File: src/rtl/uart_pkg.sv
`default_nettype none
// ============================================================================
// Module      : uart_pkg
// Description : Shared constants, receiver FSM encoding and baud helper for
//               the 04_uart design.
// Revision    : 1.0 - initial release
// ============================================================================
package uart_pkg;

  // Parity mode selectors for P_PARITY_TYPE
  localparam int unsigned PARITY_NONE = 0;
  localparam int unsigned PARITY_ODD  = 1;
  localparam int unsigned PARITY_EVEN = 2;

  // Receiver FSM encoding
  typedef enum logic [2:0] {
    ST_IDLE   = 3'd0,
    ST_START  = 3'd1,
    ST_DATA   = 3'd2,
    ST_PARITY = 3'd3,
    ST_STOP   = 3'd4
  } rx_state_e;

  // Clock cycles per bit period; a zero baud rate yields 0 so the
  // elaboration check in the user module rejects it.
  function automatic int unsigned calc_baud_div(input int unsigned clk_freq,
                                                input int unsigned baud);
    if (baud == 0) begin
      return 0;
    end
    return clk_freq / baud;
  endfunction

endpackage
`default_nettype wire

File: src/rtl/uart_rx_sync.sv
`default_nettype none
// ============================================================================
// Module      : uart_rx_sync
// Description : Two-flop synchroniser for an asynchronous, idle-high line plus
//               a history flop giving a one-cycle falling-edge pulse.
// Revision    : 1.0 - initial release
// ============================================================================
module uart_rx_sync (
  input  logic i_clk,
  input  logic i_rst,
  input  logic i_async,
  output logic o_sync,
  output logic o_fall
);

  logic       meta_q;
  logic       sync_q;
  logic       hist_q;
  // Edge detection is held off until the history flop carries a genuine line
  // sample; otherwise the reset value of 1 followed by a line that is low
  // (reset mid-frame, break) would look like a fresh start edge.
  logic [2:0] arm_q;

  // Synchroniser chain, history flop and post-reset arming shift register
  always_ff @(posedge i_clk) begin
    if (i_rst) begin
      meta_q <= 1'b1;
      sync_q <= 1'b1;
      hist_q <= 1'b1;
      arm_q  <= 3'b000;
    end else begin
      meta_q <= i_async;
      sync_q <= meta_q;
      hist_q <= sync_q;
      arm_q  <= {arm_q[1:0], 1'b1};
    end
  end

  assign o_sync = sync_q;
  assign o_fall = arm_q[2] & hist_q & ~sync_q;

endmodule
`default_nettype wire

File: src/rtl/uart_rx_module.sv
`default_nettype none
// ============================================================================
// Module      : uart_rx_module
// Description : UART receiver. Deserialises i_uart_rx (LSB first), checks
//               optional parity and stop bits, and presents each word with a
//               one-cycle valid pulse and error flags qualified by valid.
// Revision    : 1.0 - initial release
// ============================================================================
module uart_rx_module #(
  parameter int unsigned P_CLK_FREQ      = 50000000,
  parameter int unsigned P_UART_BAUDRATE = 115200,
  parameter int unsigned P_DATA_WIDTH    = 8,
  parameter int unsigned P_PARITY_TYPE   = 0,
  parameter int unsigned P_STOP_WIDTH    = 1
) (
  input  logic                    i_clk,
  input  logic                    i_rst,
  input  logic                    i_uart_rx,
  output logic [P_DATA_WIDTH-1:0] o_user_rx_data,
  output logic                    o_user_rx_valid,
  output logic                    o_parity_err,
  output logic                    o_frame_err
);

  import uart_pkg::*;

  localparam int unsigned BAUD_DIV = calc_baud_div(P_CLK_FREQ, P_UART_BAUDRATE);
  localparam int unsigned HALF     = BAUD_DIV / 2;
  localparam int unsigned CNT_W    = (BAUD_DIV > 4) ? $clog2(BAUD_DIV) : 2;

  localparam logic [CNT_W-1:0] CNT_LAST  = CNT_W'(BAUD_DIV - 1);
  localparam logic [CNT_W-1:0] CNT_HALF  = CNT_W'(HALF - 1);
  localparam logic [3:0]       DATA_LAST = 4'(P_DATA_WIDTH - 1);
  localparam logic [3:0]       STOP_LAST = 4'(P_STOP_WIDTH - 1);
  localparam logic             PAR_EN    = (P_PARITY_TYPE != PARITY_NONE);
  localparam logic             PAR_ODD   = (P_PARITY_TYPE == PARITY_ODD);

  // Reject parameter sets the datapath cannot honour
  if (BAUD_DIV < 4) begin : g_bad_baud
    $error("uart_rx_module: BAUD_DIV must be at least 4");
  end
  if (P_DATA_WIDTH < 5 || P_DATA_WIDTH > 8) begin : g_bad_width
    $error("uart_rx_module: P_DATA_WIDTH must be 5..8");
  end
  if (P_PARITY_TYPE > PARITY_EVEN) begin : g_bad_parity
    $error("uart_rx_module: P_PARITY_TYPE must be 0, 1 or 2");
  end
  if (P_STOP_WIDTH < 1 || P_STOP_WIDTH > 2) begin : g_bad_stop
    $error("uart_rx_module: P_STOP_WIDTH must be 1 or 2");
  end

  logic rx_line;
  logic rx_fall;

  uart_rx_sync u_sync (
    .i_clk   (i_clk),
    .i_rst   (i_rst),
    .i_async (i_uart_rx),
    .o_sync  (rx_line),
    .o_fall  (rx_fall)
  );

  rx_state_e               state_q,     state_d;
  logic [CNT_W-1:0]        cnt_q,       cnt_d;
  logic [3:0]              bit_cnt_q,   bit_cnt_d;
  logic [P_DATA_WIDTH-1:0] shift_q,     shift_d;
  logic                    perr_flag_q, perr_flag_d;
  logic                    ferr_flag_q, ferr_flag_d;
  logic                    done_q,      done_d;

  logic [P_DATA_WIDTH-1:0] data_q;
  logic                    valid_q;
  logic                    perr_q;
  logic                    ferr_q;

  // Frame FSM state, baud/bit counters, shift register and sticky error flags
  always_ff @(posedge i_clk) begin
    if (i_rst) begin
      state_q     <= ST_IDLE;
      cnt_q       <= '0;
      bit_cnt_q   <= '0;
      shift_q     <= '0;
      perr_flag_q <= 1'b0;
      ferr_flag_q <= 1'b0;
      done_q      <= 1'b0;
    end else begin
      state_q     <= state_d;
      cnt_q       <= cnt_d;
      bit_cnt_q   <= bit_cnt_d;
      shift_q     <= shift_d;
      perr_flag_q <= perr_flag_d;
      ferr_flag_q <= ferr_flag_d;
      done_q      <= done_d;
    end
  end

  // Next-state logic: every transition clears the baud counter so each
  // state times its sample point from its own entry.
  always_comb begin
    state_d     = state_q;
    cnt_d       = cnt_q;
    bit_cnt_d   = bit_cnt_q;
    shift_d     = shift_q;
    // Sticky flags are handed to the output stage by done_q, then cleared
    perr_flag_d = done_q ? 1'b0 : perr_flag_q;
    ferr_flag_d = done_q ? 1'b0 : ferr_flag_q;
    done_d      = 1'b0;

    unique case (state_q)
      ST_IDLE: begin
        cnt_d     = '0;
        bit_cnt_d = '0;
        if (rx_fall) begin
          state_d = ST_START;
        end
      end

      ST_START: begin
        if (cnt_q == CNT_HALF) begin
          cnt_d   = '0;
          // Line back high at mid-start means a glitch, not a frame
          state_d = rx_line ? ST_IDLE : ST_DATA;
        end else begin
          cnt_d = cnt_q + 1'b1;
        end
      end

      ST_DATA: begin
        if (cnt_q == CNT_LAST) begin
          cnt_d   = '0;
          // Shift in from the top; after P_DATA_WIDTH samples bit 0 is LSB
          shift_d = {rx_line, shift_q[P_DATA_WIDTH-1:1]};
          if (bit_cnt_q == DATA_LAST) begin
            bit_cnt_d = '0;
            state_d   = PAR_EN ? ST_PARITY : ST_STOP;
          end else begin
            bit_cnt_d = bit_cnt_q + 1'b1;
          end
        end else begin
          cnt_d = cnt_q + 1'b1;
        end
      end

      ST_PARITY: begin
        if (cnt_q == CNT_LAST) begin
          cnt_d   = '0;
          state_d = ST_STOP;
          if (((^shift_q) ^ rx_line) != PAR_ODD) begin
            perr_flag_d = 1'b1;
          end
        end else begin
          cnt_d = cnt_q + 1'b1;
        end
      end

      ST_STOP: begin
        if (cnt_q == CNT_LAST) begin
          cnt_d = '0;
          if (!rx_line) begin
            ferr_flag_d = 1'b1;
          end
          // Leaving at mid-stop lets the next start edge follow immediately
          if (bit_cnt_q == STOP_LAST) begin
            bit_cnt_d = '0;
            state_d   = ST_IDLE;
            done_d    = 1'b1;
          end else begin
            bit_cnt_d = bit_cnt_q + 1'b1;
          end
        end else begin
          cnt_d = cnt_q + 1'b1;
        end
      end

      default: begin
        state_d = ST_IDLE;
      end
    endcase
  end

  // Output register: data holds between words, error flags live only with valid
  always_ff @(posedge i_clk) begin
    if (i_rst) begin
      data_q  <= '0;
      valid_q <= 1'b0;
      perr_q  <= 1'b0;
      ferr_q  <= 1'b0;
    end else begin
      valid_q <= done_q;
      perr_q  <= done_q & perr_flag_q;
      ferr_q  <= done_q & ferr_flag_q;
      if (done_q) begin
        data_q <= shift_q;
      end
    end
  end

  assign o_user_rx_data  = data_q;
  assign o_user_rx_valid = valid_q;
  assign o_parity_err    = perr_q;
  assign o_frame_err     = ferr_q;

endmodule
`default_nettype wire

File: config.mk
export PLATFORM = sky130hd
export DESIGN_NAME = uart_rx_module
export DESIGN_NICKNAME = d
export VERILOG_FILES = /design/src/rtl/uart_pkg.sv /design/src/rtl/uart_rx_sync.sv /design/src/rtl/uart_rx_module.sv
export SDC_FILE = /design/constraint.sdc
export NUM_CORES = 1
export LEC_CHECK = 0
export CAP_MARGIN = 40
export CORE_AREA = 2 2 70 72
export CTS_CLUSTER_DIAMETER = 60
export DETAILED_ROUTE_END_ITERATION = 8
export DIE_AREA = 0 0 72 74
export GPL_ROUTABILITY_DRIVEN = 1
export PLACE_DENSITY_LB_ADDON = 0.08
export SLEW_MARGIN = 20
export SYNTH_ARGS = -nofsm -noshare
export SYNTH_HDL_FRONTEND = slang
export SYNTH_SLANG_ARGS = --single-unit
File: constraint.sdc
create_clock -name i_clk -period 1.9 [get_ports i_clk]
set_clock_uncertainty 0.15 [all_clocks]
set_input_delay 0.285 -clock i_clk [delete_from_list [all_inputs] [get_ports i_clk]]
set_output_delay 0.285 -clock i_clk [all_outputs]
set_load 0.02 [all_outputs]
# After elaboration in Yosys (flattened, before gate mapping)
# Cells that the tools add are included.
# W data, S select, Z words.
[word_totals]
ff_bits = 44
inputBits = 3
[op_classes]
n_addsub = 2
n_eq_ne = 14
muxes = 27
bitwise = 8
n_reduce_logical = 10
[op_table]
columns = ["cell", "n"]
rows = [
  ["$pmux W9 S3", 1],
  ["$mux W3", 7],
  ["$mux W9", 2],
  ["$mux W4", 4],
  ["$pmux W3 S5", 1],
  ["$ne A2 B2 Y1 const B", 7],
  ["$pmux W4 S3", 1],
  ["$mux W1", 10],
  ["$add A9 B1 Y9 const B", 1],
  ["$eq A9 B8 Y1 const B", 1],
  ["$eq A9 B9 Y1 const B", 1],
  ["$reduce_xor A8 Y1", 1],
  ["$reduce_and A7 Y1", 1],
  ["$eq A3 B2 Y1 const B", 2],
  ["$reduce_bool A3 Y1", 2],
  ["$reduce_or A3 Y1", 2],
  ["$add A4 B1 Y4 const B", 1],
  ["$and A1 B1 Y1", 4],
  ["$eq A4 B3 Y1 const B", 1],
  ["$logic_not A4 Y1", 1],
  ["$eq A3 B1 Y1 const B", 1],
  ["$eq A3 B3 Y1 const B", 1],
  ["$logic_not A3 Y1", 1],
  ["$not A1 Y1", 3],
  ["4 further kinds", 4],
]

# Logic depth before layout (Yosys ltp)
[depth]
depth_word = 5
depth_mapped = 8
ltp_nobuf = 7

# Cells and area by module
# Synthesis repeated with hierarchy kept, for this count alone.
[unflattened]
cells_unflattened = 205
hier_area_um2 = 1923.1
[by_module_without_submodules]
columns = ["module", "instances", "cells_per_inst", "area_per_inst_um2", "seq_area_each_um2"]
rows = [
  ["uart_rx_module", 1, 192, 1759.2, 760.7],
  ["uart_rx_sync", 1, 13, 163.9, 120.1],
]

# Worst setup path before layout
# No wires, ideal clock.
[synth_path]
kind = "register -> register"
start = "register cnt_q[1]"
end = "register bit_cnt_q[3]"
setup_ps = 129
arrival_ps = 1702
t_required_ps = 1621
setup_slack_ps = -81
stages_incl_launch_ff = 8
n_path_buf = 0
synth_period_minus_slack_ps = 1981
cell_sequence = "dfxtp_1 -> inv_1 -> ha_1 -> nor4bb_4 -> nand4_2 -> maj3_2 -> o311ai_2 -> o31ai_1"
[synth_between]
elab_chain_len = 3
[synth_lines]
columns = ["element", "line", "source"]
rows = [
  ["start: declaration", "uart_rx_module.sv:64", "logic [CNT_W-1:0] cnt_q, cnt_d;"],
  ["start signal: assignment", "uart_rx_module.sv:88", "cnt_q <= cnt_d;"],
  ["$eq A9 B9 Y1 (*)", "uart_rx_module.sv:129, uart_rx_module.sv:157", ""],
  ["$ne A2 B2 Y1 (no source line)", "--", ""],
  ["$reduce_and A3 Y1 (no source line) (*)", "--", ""],
  ["end signal: assignment", "uart_rx_module.sv:89", "bit_cnt_q <= bit_cnt_d;"],
  ["end: declaration", "uart_rx_module.sv:65", "logic [3:0] bit_cnt_q, bit_cnt_d;"],
]
# Mark *: on every way between the ends. The rest lies on a longest branch, timed or not.
# A chain may end at the register's enable or synchronous reset.

# Worst setup path after layout
[layout_path]
start = "register bit_cnt_q[0]"
end = "register bit_cnt_q[3]"
[layout_between]
elab_chain_len = 4
[layout_lines]
columns = ["element", "line", "source"]
rows = [
  ["$add A4 B1 Y4 (tied with other cells)", "uart_rx_module.sv:137, uart_rx_module.sv:168", ""],
  ["$mux W4, on equally long branches", "uart_rx_module.sv:163, uart_rx_module.sv:133", ""],
  ["$mux W4, on equally long branches", "uart_rx_module.sv:157, uart_rx_module.sv:129", ""],
  ["$pmux W4 S3 (*)", "uart_rx_module.sv:109", "unique case (state_q)"],
]
# Mark *: on every way between the ends. The rest lies on a longest branch, timed or not. The select of a mux whose other input is x is not followed.

==> impl_metrics.tcl <==
set metrics [dict create \
    dieArea_mm2 0.00533 \
    grt_max_degree 31 \
    synthMuxAreaShare_pct 5.51 \
    cts_tree "done" \
    endpoint_kind "register" \
    path_class "register to register" \
    top_layer_used "met4" \
    synth_top_family_by_area "simple AND/OR/NAND/NOR gates" \
    power_mw 1.58 \
    grt_pass1_wl_um 6930 \
    diodes 0 \
    via_count 1663 \
    async_flop_share_pct 0 \
    ys_warn_count 0 \
    finalSetupViolCount 0 \
    synth-compound-area-share_pct 13.3 \
    routedWlPerCell_um 13.5 \
    synth_cell_types 49 \
    drt-total-wl_um 4200 \
    combPwrFrac_pct 2.0 \
    synth_ff_type "dfxtp_1" \
    synth_area_mm2 0.00200 \
    clk_latency_ns 0.29 \
    postRouteAntennaNets 0 \
    start_util_pct 43.5 \
    n_fill_cell 432 \
    gr-total-overflow 0 \
    fin_crit_sh_pct 99.1 \
    status "completed" \
    avgSynthCellArea_um2 9.01 \
    numCtsBuffers 5 \
    critPathArrivalTime_ns 1.92 \
    cp-start-kind "register" \
    wl_met1_um 1990 \
    synth_fp_nets 230 \
    path_clk_slew_ns 0.09 \
    rows 25 \
    seq_area_frac_synth_pct 44.1 \
    crit_fanout 3 \
    place_congestion 0.925 \
    power_density_mw_per_mm2 626 \
    coreArea_mm2 0.00460 \
    fin_ws_ns 0.0162 \
    hold_viol_final 0 \
    die_h_um 74 \
    drv_slew 0 \
    synth_xor_area_share_pct 5.94 \
    fp.dieW_um 72 \
    maxCapViolations 0 \
    viasPerCell 5.33 \
    dp_slack_ns -0.0413 \
    initialDrtViolationCount 121 \
    num-nets-final 265 \
    area_growth_syn_to_layout_pct 26.0 \
    worstMarginPinSlew_ns 0.545 \
    tns_ns 0 \
    clock.fmax_mhz 531 \
    cts_root_buf "clkbuf_8" \
    power.internal_mw 1.23 \
    seqPwrFrac_pct 58.9 \
    cts_max_path_buffers 2 \
    max-vdd-ir-drop_uv 500 \
    clkPwrFrac_pct 39.1 \
    antenna_found_initial 0 \
    htree_levels 2 \
    dr.pass1.iters 4 \
    synth_seq_cells 44 \
    postSynthCellCount 222 \
    clock-sinks 44 \
    yosys.area_share.simple_pct 23.0 \
    numPortBuffers 13 \
    gr-usage-all-layers_pct 16.9 \
    hp-class "register to register" \
    drc_errors 0 \
    drive_gt1_share_pct 22.5 \
    power.leakage_nw 0.875 \
    hpwl_um 2960 \
    fin_crit_ns 1.88 \
    sw_frac_of_total_pct 21.8 \
    io_pins 14 \
    cp.required_ns 1.93 \
    maxSlewHeadroom_pct 63.6 \
    dr_wl_met3_um 183 \
    rsz0062_at_grt "true" \
    grt_pass1_vias 1474 \
    synth_adder_area_share_pct 4.19 \
    synth-edff-count 0 \
    power.switching_mw 0.343 \
    wl_met2_um 1960 \
]
-- power by group through the flow --
stage	clock network, mW	registers [mW]	logic [mW]
2_1_floorplan	0	0.950	0.0197
3_3_place_gp	0	0.952	0.0312
3_5_place_dp	0	0.952	0.0314
4_1_cts	0.638	0.930	0.0318
5_1_grt	0.675	0.929	0.0350
6_report	0.616	0.928	0.0322
-- critical path, cell delays in order, from the launching register on --
cell	delay, ns
dfxtp_2	0.33
inv_2	0.07
ha_4	0.13
or3b_4	0.39
a21oi_4	0.19
buf_6	0.12
nor2b_1	0.04
o311ai_2	0.25
o31ai_1	0.10
-- metal layers --
| metal | GRT usage (%) | up-vias |
|---|---|---|
| met3 | 4.34 | 5 |
| met4 | 6.29 | 0 |
| li1 | - | 838 |
| met1 | 22.7 | 784 |
| met2 | 26.4 | 36 |
| met5 | 0 | - |
-- cell families (layout without fill, tap and decap cells) --
kind of cell | Yosys count | in the layout
AND/OR/NAND/NOR | 89 | 89
flip-flops | 44 | 44
AO/OA/AOI/OAI | 38 | 38
buffers and inverters | 21 | 57
XOR/XNOR | 12 | 12
multiplexers | 11 | 11
adder cells (fa/ha/maj) | 7 | 7
-- flip-flops by register name, indices dropped and copies added, names as in the netlist --
name and flops:
o_user_rx_data 8, o_parity_err 1, o_user_rx_valid 1, perr_flag_q 1, u_sync.arm_q 3, shift_q 8
cnt_q 9, u_sync.hist_q 1, state_q 3, u_sync.o_sync 1, ferr_flag_q 1, u_sync.meta_q 1
bit_cnt_q 4, o_frame_err 1, done_q 1
-- repair_timing --
| action | 4_1_cts | 5_1_grt |
|---|---|---|
| setup buffers | 1 | 1 |
| pin swaps | 2 | 6 |
| hold buffers | 0 | 0 |
| endpoints found under the setup margin | 4 | 24 |
| resized for setup | 3 | 18 |
-- stage by stage --
step / area, µm² / utilization (%) / std cells / hold WS [ns]
final: 2520 / 54.8 / 312 / 0.266
after global routing: 2520 / 54.8 / 312 / 0.290
after CTS: 2460 / 53.4 / 311 / 0.268
after detailed placement: 2340 / 51.0 / 302 / 0.248
after global placement: 2340 / 51.0 / 302 / 0.244
after floorplan: 2000 / - / 222 / 0.239
-- area by class of cell --
cell class / instances / area, µm² / area share [%]
inverters: 11 / 41.3 / 1.64
multi-input cells: 157 / 1090 / 43.3
well taps: 54 / 67.6 / 2.68
clock inverters: 2 / 15.0 / 0.596
repair buffers: 38 / 334 / 13.3
clock buffers: 6 / 82.6 / 3.28
flip-flops and latches: 44 / 888 / 35.3
-- final timing paths --
check | endpoint | cells past startpoint | from | slack [ns]
worst min-delay path | u_sync.o_sync | 1 | u_sync.meta_q | 0.27
worst max-delay path | bit_cnt_q[3] | 8 | bit_cnt_q[0] | 0.02
worst min register to register | u_sync.o_sync | 1 | u_sync.meta_q | 0.27
worst max register to register | bit_cnt_q[3] | 8 | bit_cnt_q[0] | 0.02
-- synth_stat cells, drive strengths merged (3+ instances only) --
cell type  count  share of area [%]
a21oi         14                3.5
a31oi          3               0.94
and2           3               0.94
clkbuf         8                1.5
dfxtp         44                 44
ha             5                3.1
inv           11                2.1
mux2i         11                5.5
nand2         25                4.7
nand3          5                1.3
nand4          4                1.6
nor2          29                5.4
nor2b          7                2.2
o21ai          7                2.3
or2            3               0.94
xnor2          9                3.9
-- cell usage in the layout (no fill, tap or decap), drive strengths merged, types with 3 or more instances in the layout --
| cell type | Yosys | final |
|---|---|---|
| a21oi | 14 | 14 |
| a31oi | 3 | 3 |
| and2 | 3 | 3 |
| buf | 2 | 25 |
| clkbuf | 8 | 6 |
| clkdlybuf4s50 | 0 | 13 |
| dfxtp | 44 | 44 |
| ha | 5 | 5 |
| inv | 11 | 11 |
| mux2i | 11 | 11 |
| nand2 | 25 | 25 |
| nand3 | 5 | 5 |
| nand4 | 4 | 4 |
| nor2 | 29 | 29 |
| nor2b | 7 | 7 |
| o21ai | 7 | 7 |
| or2 | 3 | 3 |
| xnor2 | 9 | 9 |
(Power assumes the default switching activity.)
